[src/rtl/issue_ctrl_pkg.sv]
// rtl/issue_ctrl_pkg.sv - shared register-file constants and one-hot helper for issue_ctrl
package issue_ctrl_pkg;
  localparam int REG_NUM         = 32;
  localparam int REG_IDX_W       = 5;
  localparam int MAX_OUTST_BOUND = 7;
  localparam int CNT_W           = 3;

  typedef logic [REG_IDX_W-1:0] reg_idx_t;
  typedef logic [REG_NUM-1:0]   reg_mask_t;

  function automatic reg_mask_t onehot(input reg_idx_t idx);
    reg_mask_t m;
    m      = '0;
    m[idx] = 1'b1;
    return m;
  endfunction
endpackage

[src/rtl/issue_ctrl_if.sv]
// rtl/issue_ctrl_if.sv - decode/issue/write-back signal bundle for issue_ctrl
interface issue_ctrl_if #(parameter int PL_W = 64);
  import issue_ctrl_pkg::*;

  logic                 dec_valid;
  logic                 dec_ready;
  logic                 rs1_en, rs2_en, rd_en;
  logic [REG_IDX_W-1:0] rs1_idx, rs2_idx, rd_idx;
  logic                 load;
  logic                 speci;
  logic [PL_W-1:0]      dec_pl;
  logic                 iss_valid;
  logic                 iss_ready;
  logic [PL_W-1:0]      iss_pl;
  logic                 wb_valid;
  logic [REG_IDX_W-1:0] wb_idx;
  logic                 flush;
  logic                 busy;

  modport master (
    output dec_valid, rs1_en, rs2_en, rd_en, rs1_idx, rs2_idx, rd_idx,
           load, speci, dec_pl, iss_ready, wb_valid, wb_idx, flush,
    input  dec_ready, iss_valid, iss_pl, busy
  );

  modport slave (
    input  dec_valid, rs1_en, rs2_en, rd_en, rs1_idx, rs2_idx, rd_idx,
           load, speci, dec_pl, iss_ready, wb_valid, wb_idx, flush,
    output dec_ready, iss_valid, iss_pl, busy
  );
endinterface

[src/rtl/issue_scoreboard.sv]
// rtl/issue_scoreboard.sv - pending-load register scoreboard and outstanding-load counter
// ISSUE_BYPASS_EN: hazard lookups see same-cycle write-backs already applied.
module issue_scoreboard
  import issue_ctrl_pkg::*;
#(
  parameter int LIMIT = 2
) (
  input  logic     clk,
  input  logic     rst_n,
  input  logic     acc_load,
  input  logic     acc_set,
  input  reg_idx_t acc_idx,
  input  logic     wb_valid,
  input  reg_idx_t wb_idx,
  input  logic     rel_load,
  input  logic     rel_set,
  input  reg_idx_t rel_idx,
  input  reg_idx_t rs1_idx,
  input  reg_idx_t rs2_idx,
  input  reg_idx_t rd_idx,
  output logic     rs1_pend,
  output logic     rs2_pend,
  output logic     rd_pend,
  output logic     cnt_full,
  output logic     cnt_nz
);
  reg_mask_t        sb, sb_d, sb_chk;
  logic [CNT_W-1:0] cnt, cnt_d, cnt_chk;
  logic [CNT_W+1:0] up, dn;

  // Clears go first so that a same-index set from an accept wins.
  always_comb begin
    sb_d = sb;
    if (wb_valid) sb_d = sb_d & ~onehot(wb_idx);
    if (rel_set)  sb_d = sb_d & ~onehot(rel_idx);
    if (acc_set)  sb_d = sb_d | onehot(acc_idx);
    sb_d[0] = 1'b0;
    up    = (CNT_W+2)'(cnt) + (CNT_W+2)'(acc_load);
    dn    = (CNT_W+2)'(wb_valid) + (CNT_W+2)'(rel_load);
    cnt_d = (up > dn) ? CNT_W'(up - dn) : '0;
  end

  always_ff @(posedge clk or negedge rst_n) begin
    if (!rst_n) begin
      sb  <= '0;
      cnt <= '0;
    end else begin
      sb  <= sb_d;
      cnt <= cnt_d;
    end
  end

`ifdef ISSUE_BYPASS_EN
  assign sb_chk  = sb & ~({REG_NUM{wb_valid}} & onehot(wb_idx));
  assign cnt_chk = (wb_valid && cnt != '0) ? cnt - CNT_W'(1) : cnt;
`else
  assign sb_chk  = sb;
  assign cnt_chk = cnt;
`endif

  assign rs1_pend = sb_chk[rs1_idx];
  assign rs2_pend = sb_chk[rs2_idx];
  assign rd_pend  = sb_chk[rd_idx];
  assign cnt_full = (cnt_chk == CNT_W'(LIMIT));
  assign cnt_nz   = (cnt != '0);
endmodule

[src/rtl/issue_ctrl.sv]
// rtl/issue_ctrl.sv - decode-to-execute issue register with load scoreboard stall logic
// ISSUE_BYPASS_EN (optional): write-backs release stalled instructions in the same cycle.
module issue_ctrl
  import issue_ctrl_pkg::*;
#(
  parameter int PL_W      = 64,
  parameter int MAX_OUTST = 2
) (
  input logic         clk,
  input logic         rst_n,
  issue_ctrl_if.slave bus
);
  localparam int LIMIT = (MAX_OUTST > MAX_OUTST_BOUND) ? MAX_OUTST_BOUND :
                         (MAX_OUTST < 1) ? 1 : MAX_OUTST;

  logic            iss_valid_q;
  logic [PL_W-1:0] iss_pl_q;
  logic            hold_load;
  reg_idx_t        hold_rd;
  logic            rs1_pend, rs2_pend, rd_pend, cnt_full, cnt_nz;
  logic            hazard, ready, accept, busy;
  logic            acc_load, acc_set, rel_load, rel_set;

  assign busy = cnt_nz | iss_valid_q;

  assign hazard = (bus.rs1_en & (bus.rs1_idx != '0) & rs1_pend)
                | (bus.rs2_en & (bus.rs2_idx != '0) & rs2_pend)
                | (bus.rd_en  & (bus.rd_idx  != '0) & rd_pend)
                | (bus.load & cnt_full)
                | (bus.speci & busy);

  assign ready  = ~bus.flush & ~hazard & (~iss_valid_q | bus.iss_ready);
  assign accept = bus.dec_valid & ready;

  assign acc_load = accept & bus.load;
  assign acc_set  = acc_load & bus.rd_en & (bus.rd_idx != '0);
  // A flushed load never reaches the load unit, so its reservation is returned here.
  assign rel_load = bus.flush & iss_valid_q & hold_load;
  assign rel_set  = rel_load & (hold_rd != '0);

  issue_scoreboard #(.LIMIT(LIMIT)) u_sb (
    .clk      (clk),
    .rst_n    (rst_n),
    .acc_load (acc_load),
    .acc_set  (acc_set),
    .acc_idx  (bus.rd_idx),
    .wb_valid (bus.wb_valid),
    .wb_idx   (bus.wb_idx),
    .rel_load (rel_load),
    .rel_set  (rel_set),
    .rel_idx  (hold_rd),
    .rs1_idx  (bus.rs1_idx),
    .rs2_idx  (bus.rs2_idx),
    .rd_idx   (bus.rd_idx),
    .rs1_pend (rs1_pend),
    .rs2_pend (rs2_pend),
    .rd_pend  (rd_pend),
    .cnt_full (cnt_full),
    .cnt_nz   (cnt_nz)
  );

  always_ff @(posedge clk or negedge rst_n) begin
    if (!rst_n) begin
      iss_valid_q <= 1'b0;
      iss_pl_q    <= '0;
      hold_load   <= 1'b0;
      hold_rd     <= '0;
    end else if (bus.flush) begin
      iss_valid_q <= 1'b0;
      hold_load   <= 1'b0;
      hold_rd     <= '0;
    end else if (accept) begin
      iss_valid_q <= 1'b1;
      iss_pl_q    <= bus.dec_pl;
      hold_load   <= bus.load;
      hold_rd     <= bus.rd_en ? bus.rd_idx : '0;
    end else if (bus.iss_ready) begin
      iss_valid_q <= 1'b0;
      hold_load   <= 1'b0;
    end
  end

  assign bus.dec_ready = ready;
  assign bus.iss_valid = iss_valid_q;
  assign bus.iss_pl    = iss_pl_q;
  assign bus.busy      = busy;
endmodule
[src/flat_wrapper.sv]
// flat-port wrapper written by rule: the top's interface ports become plain ports
module issue_ctrl_flat import issue_ctrl_pkg::*;
#(
  parameter int PL_W      = 64,
  parameter int MAX_OUTST = 2
)
  (clk, rst_n, bus_dec_valid, bus_rs1_en, bus_rs2_en, bus_rd_en, bus_rs1_idx, bus_rs2_idx, bus_rd_idx, bus_load, bus_speci, bus_dec_pl, bus_iss_ready, bus_wb_valid, bus_wb_idx, bus_flush, bus_dec_ready, bus_iss_valid, bus_iss_pl, bus_busy);
  issue_ctrl_if #(.PL_W(PL_W)) bus_i ();
  input logic clk;
  input logic rst_n;
  input wire logic [$bits(bus_i.dec_valid)-1:0] bus_dec_valid;
  input wire logic [$bits(bus_i.rs1_en)-1:0] bus_rs1_en;
  input wire logic [$bits(bus_i.rs2_en)-1:0] bus_rs2_en;
  input wire logic [$bits(bus_i.rd_en)-1:0] bus_rd_en;
  input wire logic [$bits(bus_i.rs1_idx)-1:0] bus_rs1_idx;
  input wire logic [$bits(bus_i.rs2_idx)-1:0] bus_rs2_idx;
  input wire logic [$bits(bus_i.rd_idx)-1:0] bus_rd_idx;
  input wire logic [$bits(bus_i.load)-1:0] bus_load;
  input wire logic [$bits(bus_i.speci)-1:0] bus_speci;
  input wire logic [$bits(bus_i.dec_pl)-1:0] bus_dec_pl;
  input wire logic [$bits(bus_i.iss_ready)-1:0] bus_iss_ready;
  input wire logic [$bits(bus_i.wb_valid)-1:0] bus_wb_valid;
  input wire logic [$bits(bus_i.wb_idx)-1:0] bus_wb_idx;
  input wire logic [$bits(bus_i.flush)-1:0] bus_flush;
  output wire logic [$bits(bus_i.dec_ready)-1:0] bus_dec_ready;
  output wire logic [$bits(bus_i.iss_valid)-1:0] bus_iss_valid;
  output wire logic [$bits(bus_i.iss_pl)-1:0] bus_iss_pl;
  output wire logic [$bits(bus_i.busy)-1:0] bus_busy;
  assign bus_i.dec_valid = bus_dec_valid;
  assign bus_i.rs1_en = bus_rs1_en;
  assign bus_i.rs2_en = bus_rs2_en;
  assign bus_i.rd_en = bus_rd_en;
  assign bus_i.rs1_idx = bus_rs1_idx;
  assign bus_i.rs2_idx = bus_rs2_idx;
  assign bus_i.rd_idx = bus_rd_idx;
  assign bus_i.load = bus_load;
  assign bus_i.speci = bus_speci;
  assign bus_i.dec_pl = bus_dec_pl;
  assign bus_i.iss_ready = bus_iss_ready;
  assign bus_i.wb_valid = bus_wb_valid;
  assign bus_i.wb_idx = bus_wb_idx;
  assign bus_i.flush = bus_flush;
  assign bus_dec_ready = bus_i.dec_ready;
  assign bus_iss_valid = bus_i.iss_valid;
  assign bus_iss_pl = bus_i.iss_pl;
  assign bus_busy = bus_i.busy;
  issue_ctrl #(.PL_W(PL_W), .MAX_OUTST(MAX_OUTST)) u_core (.clk(clk), .rst_n(rst_n), .bus(bus_i));
endmodule
[config.mk]
export PLATFORM = sky130hd
export DESIGN_NAME = issue_ctrl_flat
export DESIGN_NICKNAME = d
export VERILOG_FILES = /design/src/rtl/issue_ctrl_pkg.sv /design/src/rtl/issue_ctrl_if.sv /design/src/rtl/issue_scoreboard.sv /design/src/rtl/issue_ctrl.sv /design/src/flat_wrapper.sv
export SDC_FILE = /design/constraint.sdc
export NUM_CORES = 1
export LEC_CHECK = 0
export ABC_AREA = 1
export CAP_MARGIN = 10
export CORE_AREA = 3 3 139 114
export CTS_BUF_LIST = sky130_fd_sc_hd__clkbuf_2 sky130_fd_sc_hd__clkbuf_4 sky130_fd_sc_hd__clkbuf_8
export CTS_CLUSTER_DIAMETER = 200
export CTS_CLUSTER_SIZE = 14
export DETAILED_ROUTE_END_ITERATION = 8
export DIE_AREA = 0 0 142 117
export GPL_TIMING_DRIVEN = 0
export MAX_ROUTING_LAYER = met4
export PLACE_DENSITY = 0.68
export SYNTH_ARGS = -nofsm -noshare
export SYNTH_HDL_FRONTEND = slang
export SYNTH_HIERARCHICAL = 1
export SYNTH_SLANG_ARGS = --single-unit
[constraint.sdc]
create_clock -name clk -period 4.4 [get_ports clk]
set_input_delay 1.1 -clock clk [delete_from_list [all_inputs] [get_ports clk]]
set_output_delay 1.1 -clock clk [all_outputs]
set_load 0.01 [all_outputs]
# --- Yosys cells after proc, flatten, opt, wreduce, memory -nomap -nowiden ---
# Index checks and enable logic that the tools add are counted.
op_classes:
  add_sub_neg: 3
  mul: 0
  div_mod_pow: 0
  order_cmp: 9
  eq_ne: 1
  shifts: 0
  n_mux: 24
  bitwise: 31
  reduce_logical: 11
ops:
  columns: ["operator", "n"]
  rows:
  - ["$mux W32", 3]
  - ["$and A32 B32 Y32", 2]
  - ["$not A32 Y32", 2]
  - ["$or A32 B32 Y32", 1]
  - ["$lt A5 B6 Y1 const B", 5]
  - ["$reduce_bool A5 Y1", 4]
  - ["$and A1 B1 Y1", 17]
  - ["$bmux W1 S5", 3]
  - ["$demux W1 S5", 3]
  - ["$ge A5 B1 Y1 const B", 3]
  - ["$mux W5", 3]
  - ["$mux W1", 11]
  - ["$or A1 B1 Y1", 6]
  - ["$reduce_bool A3 Y1", 2]
  - ["$add A3 B1 Y4", 1]
  - ["$gt A4 B2 Y1", 1]
  - ["$eq A3 B2 Y1 const B", 1]
  - ["$logic_and A1 B1 Y1", 3]
  - ["$mux W3", 1]
  - ["$not A1 Y1", 3]
  - ["$sub A3 B2 Y3", 1]
  - ["$add A1 B1 Y2", 1]
  - ["$reduce_and A2 Y1", 1]
  - ["$reduce_bool A2 Y1", 1]
word_totals:
  regBits: 105
  latch_bits: 0
  ramBits: 0
  mem_bits_ro: 0
  input_bits: 95
  elab_cells: 85
  memories: 0

# --- Logic depth before layout (Yosys ltp) ---
logic_depth:
  depth_word: 15
  ltp_mapped: 28
  mapped_depth_nobuf: 26

# --- Hierarchy ---
# The synthesis kept the hierarchy.
modules_own_cells:
  columns: ["module", "n_inst", "cells_each", "area_per_inst_um2", "seq_area_each_um2"]
  rows:
  - ["issue_ctrl", 1, 349, 3042.9, 1776.7]
  - ["issue_scoreboard", 1, 416, 2746.4, 850.8]

# --- Worst setup path before layout ---
# No wires, ideal clock.
synth_timing:
  path_type: "input to register"
  start: "input bus_rs1_idx[0]"
  end: "register u_core.u_sb.cnt[0]"
  arrival_time_ps: 3546
  t_required_ps: 4287
  path_slack_ps: 741
  cell_stages: 26
  path_cell_list: "buf_6 inv_4 buf_6 nand2_1 nand3_1 nand3_1 nand2_1 nand2_1 nand2_1 nand2_1 nand2_1 nand2_1 inv_1 nand2_1 inv_1 nor2_8 nand4_1 inv_1 ha_1 ha_1 fa_1 nand2_1 nand3_2 inv_2 or2_1 inv_1"
synth_between:
  elab_chain_cells: 15
synth_lines:
  columns: ["item", "line_no", "text"]
  rows:
  - ["start, declared", "flat_wrapper.sv:15", "input wire logic [$bits(bus_i.rs1_idx)-1:0] bus_rs1_idx;"]
  - ["$bmux W1 S5 *", "issue_scoreboard.sv:61", "assign rs1_pend = sb_chk[rs1_idx];"]
  - ["$mux W1 (implied by the code) *", "issue_scoreboard.sv:61", null]
  - ["named net u_core.rs1_pend", "issue_ctrl.sv:20", "logic rs1_pend, rs2_pend, rd_pend, cnt_full, cnt_nz;"]
  - ["$and A1 B1 Y1 *", "issue_ctrl.sv:26", "assign hazard = (bus.rs1_en & (bus.rs1_idx != '0) & rs1_pend)"]
  - ["$or A1 B1 Y1 *", "issue_ctrl.sv:27", "| (bus.rs2_en & (bus.rs2_idx != '0) & rs2_pend)"]
  - ["$or A1 B1 Y1 *", "issue_ctrl.sv:28", "| (bus.rd_en & (bus.rd_idx != '0) & rd_pend)"]
  - ["$or A1 B1 Y1 *", "issue_ctrl.sv:29", "| (bus.load & cnt_full)"]
  - ["$or A1 B1 Y1 *", "issue_ctrl.sv:30", "| (bus.speci & busy);"]
  - ["$not A1 Y1 *", "issue_ctrl.sv:32", "assign ready = ~bus.flush & ~hazard & (~iss_valid_q | bus.iss_ready);"]
  - ["$and A1 B1 Y1 * (2 in series)", "issue_ctrl.sv:32", null]
  - ["$and A1 B1 Y1 *", "issue_ctrl.sv:33", "assign accept = bus.dec_valid & ready;"]
  - ["$and A1 B1 Y1 *", "issue_ctrl.sv:35", "assign acc_load = accept & bus.load;"]
  - ["named net u_core.acc_load", "issue_ctrl.sv:22", "logic acc_load, acc_set, rel_load, rel_set;"]
  - ["$add A3 B1 Y4 *", "issue_scoreboard.sv:38", "up = (CNT_W+2)'(cnt) + (CNT_W+2)'(acc_load);"]
  - ["$gt A4 B2 Y1 / $sub A3 B2 Y3 (equally long branches)", "issue_scoreboard.sv:40", "cnt_d = (up > dn) ? CNT_W'(up - dn) : '0;"]
  - ["$mux W3 *", "issue_scoreboard.sv:40", null]
  - ["named net u_core.u_sb.cnt_d[0]", "issue_scoreboard.sv:28", "logic [CNT_W-1:0] cnt, cnt_d, cnt_chk;"]
  - ["end signal, assigned", "issue_scoreboard.sv:49", "cnt <= cnt_d;"]
  - ["end, declared", "issue_scoreboard.sv:28", null]
# The timed path passes the listed nets; every way through them passes the cells marked *. The select of a mux whose other input is x is not followed.
# A chain may end at the register's enable or synchronous reset.

# --- Worst setup path in the final report ---
layout_timing:
  start: "input bus_rs2_idx[0]"
  end: "output bus_dec_ready"
layout_between:
  elab_chain_cells: 10
layout_lines:
  columns: ["item", "line_no", "text"]
  rows:
  - ["start, declared", "flat_wrapper.sv:16", "input wire logic [$bits(bus_i.rs2_idx)-1:0] bus_rs2_idx;"]
  - ["$bmux W1 S5", "issue_scoreboard.sv:62", "assign rs2_pend = sb_chk[rs2_idx];"]
  - ["$mux W1 (implied by the code)", "issue_scoreboard.sv:62", null]
  - ["named net u_core.rs2_pend", "issue_ctrl.sv:20", null]
  - ["$and A1 B1 Y1", "issue_ctrl.sv:27", null]
  - ["$or A1 B1 Y1", "issue_ctrl.sv:27", null]
  - ["$or A1 B1 Y1", "issue_ctrl.sv:28", null]
  - ["$or A1 B1 Y1", "issue_ctrl.sv:29", null]
  - ["$or A1 B1 Y1", "issue_ctrl.sv:30", null]
  - ["$not A1 Y1", "issue_ctrl.sv:32", null]
  - ["$and A1 B1 Y1 (2 in series)", "issue_ctrl.sv:32", null]
  - ["end, declared", "flat_wrapper.sv:25", "output wire logic [$bits(bus_i.dec_ready)-1:0] bus_dec_ready;"]
# The timed path passes the listed nets, and every way through them passes these cells. The select of a mux whose other input is x is not followed.

==> reports/results.ini <==
[synth]
synthesis.area_mm2 = 0.005789
syn-num-nets = 866
seq_area_frac_synth_pct = 45.39
yosysWarningCount = 6
avgSynthCellArea_um2 = 7.568
synthArstFlopShare_pct = 100.0
synth_edf_count = 0
ys_ff_latch = 105
synth_cell_types = 31
synth_flop_cell = dfrtp_1
syn_inst = 765

[cells_and_area]
final_cells = 1129
multiInputGateArea_mm2 = 0.002465
drive_above_1_share_pct = 6.349
regArea_mm2 = 0.002628
fill_cells = 1381
syn2layout_area_growth_pct = 35.42
num_antenna_cells = 0
final_area_mm2 = 0.007840
fin_nets = 1041

[critical_path]
critPathRequiredTime_ns = 3.30
crit_type = in2out
startpoint_type = input pin
critPathMaxStageDelay_ns = 0.49
crit_top_cell = nand2_1
crit_path_cell_trace = clkdlybuf4s50_1, buf_6, buf_4, nand2_1, nand3_1, nand3_1, nand3_1, nand2_1, nand2_1, nand2_1, nand2_1, inv_1, nand2_1, nand2_2, nor2_8, and2_1, clkbuf_2
crit_fanout = 10
slowest_stage = clkdlybuf4s50_1
critPathCaptureType = output pin
crit_arrival_ns = 3.11

[routing]
drt-total-wl_um = 18920
drt-initial-drc-count = 534
viasPerCell = 5.159
drcViolationCount = 0
final_antenna_net_count = 0
first_pass_iters = 5
wl_per_cell_um = 16.76
route.vias.total = 5825

[placed_design]
gp_congestion = 0.9385
portBuffers = 159
dpl.hpwl_um = 14170
placed_area_mm2 = 0.007636
place_inst = 1109

[die]
dieHeight_um = 117
die_area_mm2 = 0.01661
io-pin-count = 162
core_mm2 = 0.01440
rows = 39
start_util_pct = 40.22
die_w_um = 142

[clock_tree]
clk_path_buf_depth = 2
cts_buffers = 9
cts_num_sinks = 105
clkSlewWorstSetupHoldPaths_ns = 0.10
htreeDepth = 3
clock_latency_ns = 0.37
cts_root_buf = clkbuf_8
cts_hold_buf = 0
tritoncts = built

[power]
max-vdd-ir-drop_mv = 0.2840
p_leak_nw = 3.801
powerDensity_mw_per_mm2 = 445.4

[sta]
setup_violations = 0
maxSlewViolCount = 0
max_freq_mhz = 237.4
worst_pin_slew_ns = 0.5783
fin_crit_ns = 4.212
rsz0062_at_grt = false
finalHoldViolCount = 0
relSlewSlack_pct = 61.32
setup_tns_ns = 0
fin_skew_ns = 0.01130
fin_crit_sh_pct = 95.72

[grt]
grt_pass1_wl_um = 29670
grt_max_degree = 64
grt_use_met2_pct = 36.22
antenna_found_initial = 0
grt_util_all_layers_pct = 23.86
busiest_layer = met2
met1_usage_pct = 30.71
overflow = 0
grt_pass1_vias = 5491
met3_usage_pct = 7.433

[status]
status = finished clean

[hold_path]
min_path_type = reg2reg

[job]
maxCapViolCount = 0

cells in the mapped netlist (all sizes together), types with 6 or more instances:
cell type / count / area share, %
clkbuf: 9 / 0.61
nor2: 22 / 1.7
o22ai: 8 / 0.86
inv: 127 / 8.4
nand2: 212 / 14
nand3: 119 / 11
buf: 19 / 3.1
o221ai: 23 / 3.5
nor3: 6 / 0.52
dfrtp: 105 / 45
o21ai: 96 / 8.6
nand4: 6 / 0.65
flip-flops by register name (all words and copies together) (netlist names):
register and flops:
u_core/hold_rd 5, u_core/hold_load 1, u_core/u_sb/sb 31, u_core/bus.iss_pl 64
u_core/u_sb/cnt 3, u_core/bus.iss_valid 1
path summary, 6_finish.rpt:
check / startpoint / endpoint / slack [ns] / depth (start not counted)
worst max-delay path: bus_rs2_idx[0] / bus_dec_ready / 0.19 / 17
worst min-delay path: u_core/bus.iss_pl[63]$_DFFE_PN0P_ / u_core/bus.iss_pl[63]$_DFFE_PN0P_ / 0.49 / 2
worst max register to register: u_core/u_sb/sb[7]$_DFF_PN0_ / u_core/u_sb/cnt[0]$_DFF_PN0_ / 1.17 / 23
worst min register to register: u_core/bus.iss_pl[63]$_DFFE_PN0P_ / u_core/bus.iss_pl[63]$_DFFE_PN0P_ / 0.49 / 2
max in group asynchronous: rst_n / u_core/u_sb/cnt[1]$_DFF_PN0_ / 2.98 / 2
min in group asynchronous: rst_n / u_core/bus.iss_pl[60]$_DFFE_PN0P_ / 0.70 / 1
routing by layer:
metal	routed length, um	up-vias
met2	8535	250
met1	8050	2693
met5	0	-
met3	1879	41
met4	459	0
li1	-	2841
cell usage in the layout, fill, tap and decap left out, drive strengths merged, types with 2 or more instances in the layout:
cell / count
nor2: 22
or2: 2
o21ai: 96
dlygate4sd2: 2
inv: 128
nand2: 212
dfrtp: 105
o22ai: 8
xor2: 2
nor3: 6
nand3: 119
nand4: 6
buf: 25
clkinvlp: 3
ha: 5
clkdlybuf4s50: 155
o221ai: 23
clkbuf: 21
metrics by stage:
step                      hold WS (ns)  util (%)  worst slack, ns  power (W)
final                           0.4893     54.46           0.1881   0.003492
after global routing            0.5190     54.46          0.01428   0.003730
after CTS                       0.4960     54.29          0.01986   0.003512
after detailed placement        0.4706     53.05          -0.2960   0.002946
after global placement          0.4653     52.87           -1.878   0.002929
after floorplan                 0.4690         -           0.7411   0.002070
critical path: cells and delay by family:
kind	cells	cell delay, ns
buffers and inverters	5	0.96
AND/OR/NAND/NOR	12	1.04
timing repair:
action                                  in CTS  in global routing
pin swaps                                    0                  2
endpoints found under the setup margin       1                  2
gates resized for setup                      7                  1
hold endpoints to repair                     0                  0
buffers inserted                             0                  4
power by group:
group	leakage (nW)	internal, W	switching [W]
Sequential	1.36	0.00127	0.000192
Combinational	2.36	0.000789	0.000684
Clock	0.0830	0.000222	0.000337
cells by family (layout without fill, tap and decap cells):
kind of cell | Yosys count | in the layout | share of synthesized area (%)
simple gates | 369 | 369 | 27.79
buf+inv | 155 | 335 | 12.04
compound gates | 128 | 128 | 13.05
flops | 105 | 105 | 45.39
fa+ha+maj | 6 | 6 | 1.426
xor+xnor | 2 | 2 | 0.3026
area by class of cell:
cell class	instances	area share [%]
Buffer	28	2.745
Clock buffer	11	1.771
Clock inverter	5	0.5107
Inverter	127	6.176
Multi-Input combinational cell	505	31.44
Sequential cell	105	33.51
Tap cell	184	2.936
Timing Repair Buffer	164	20.91
Power figures use the tool's default switching activity.
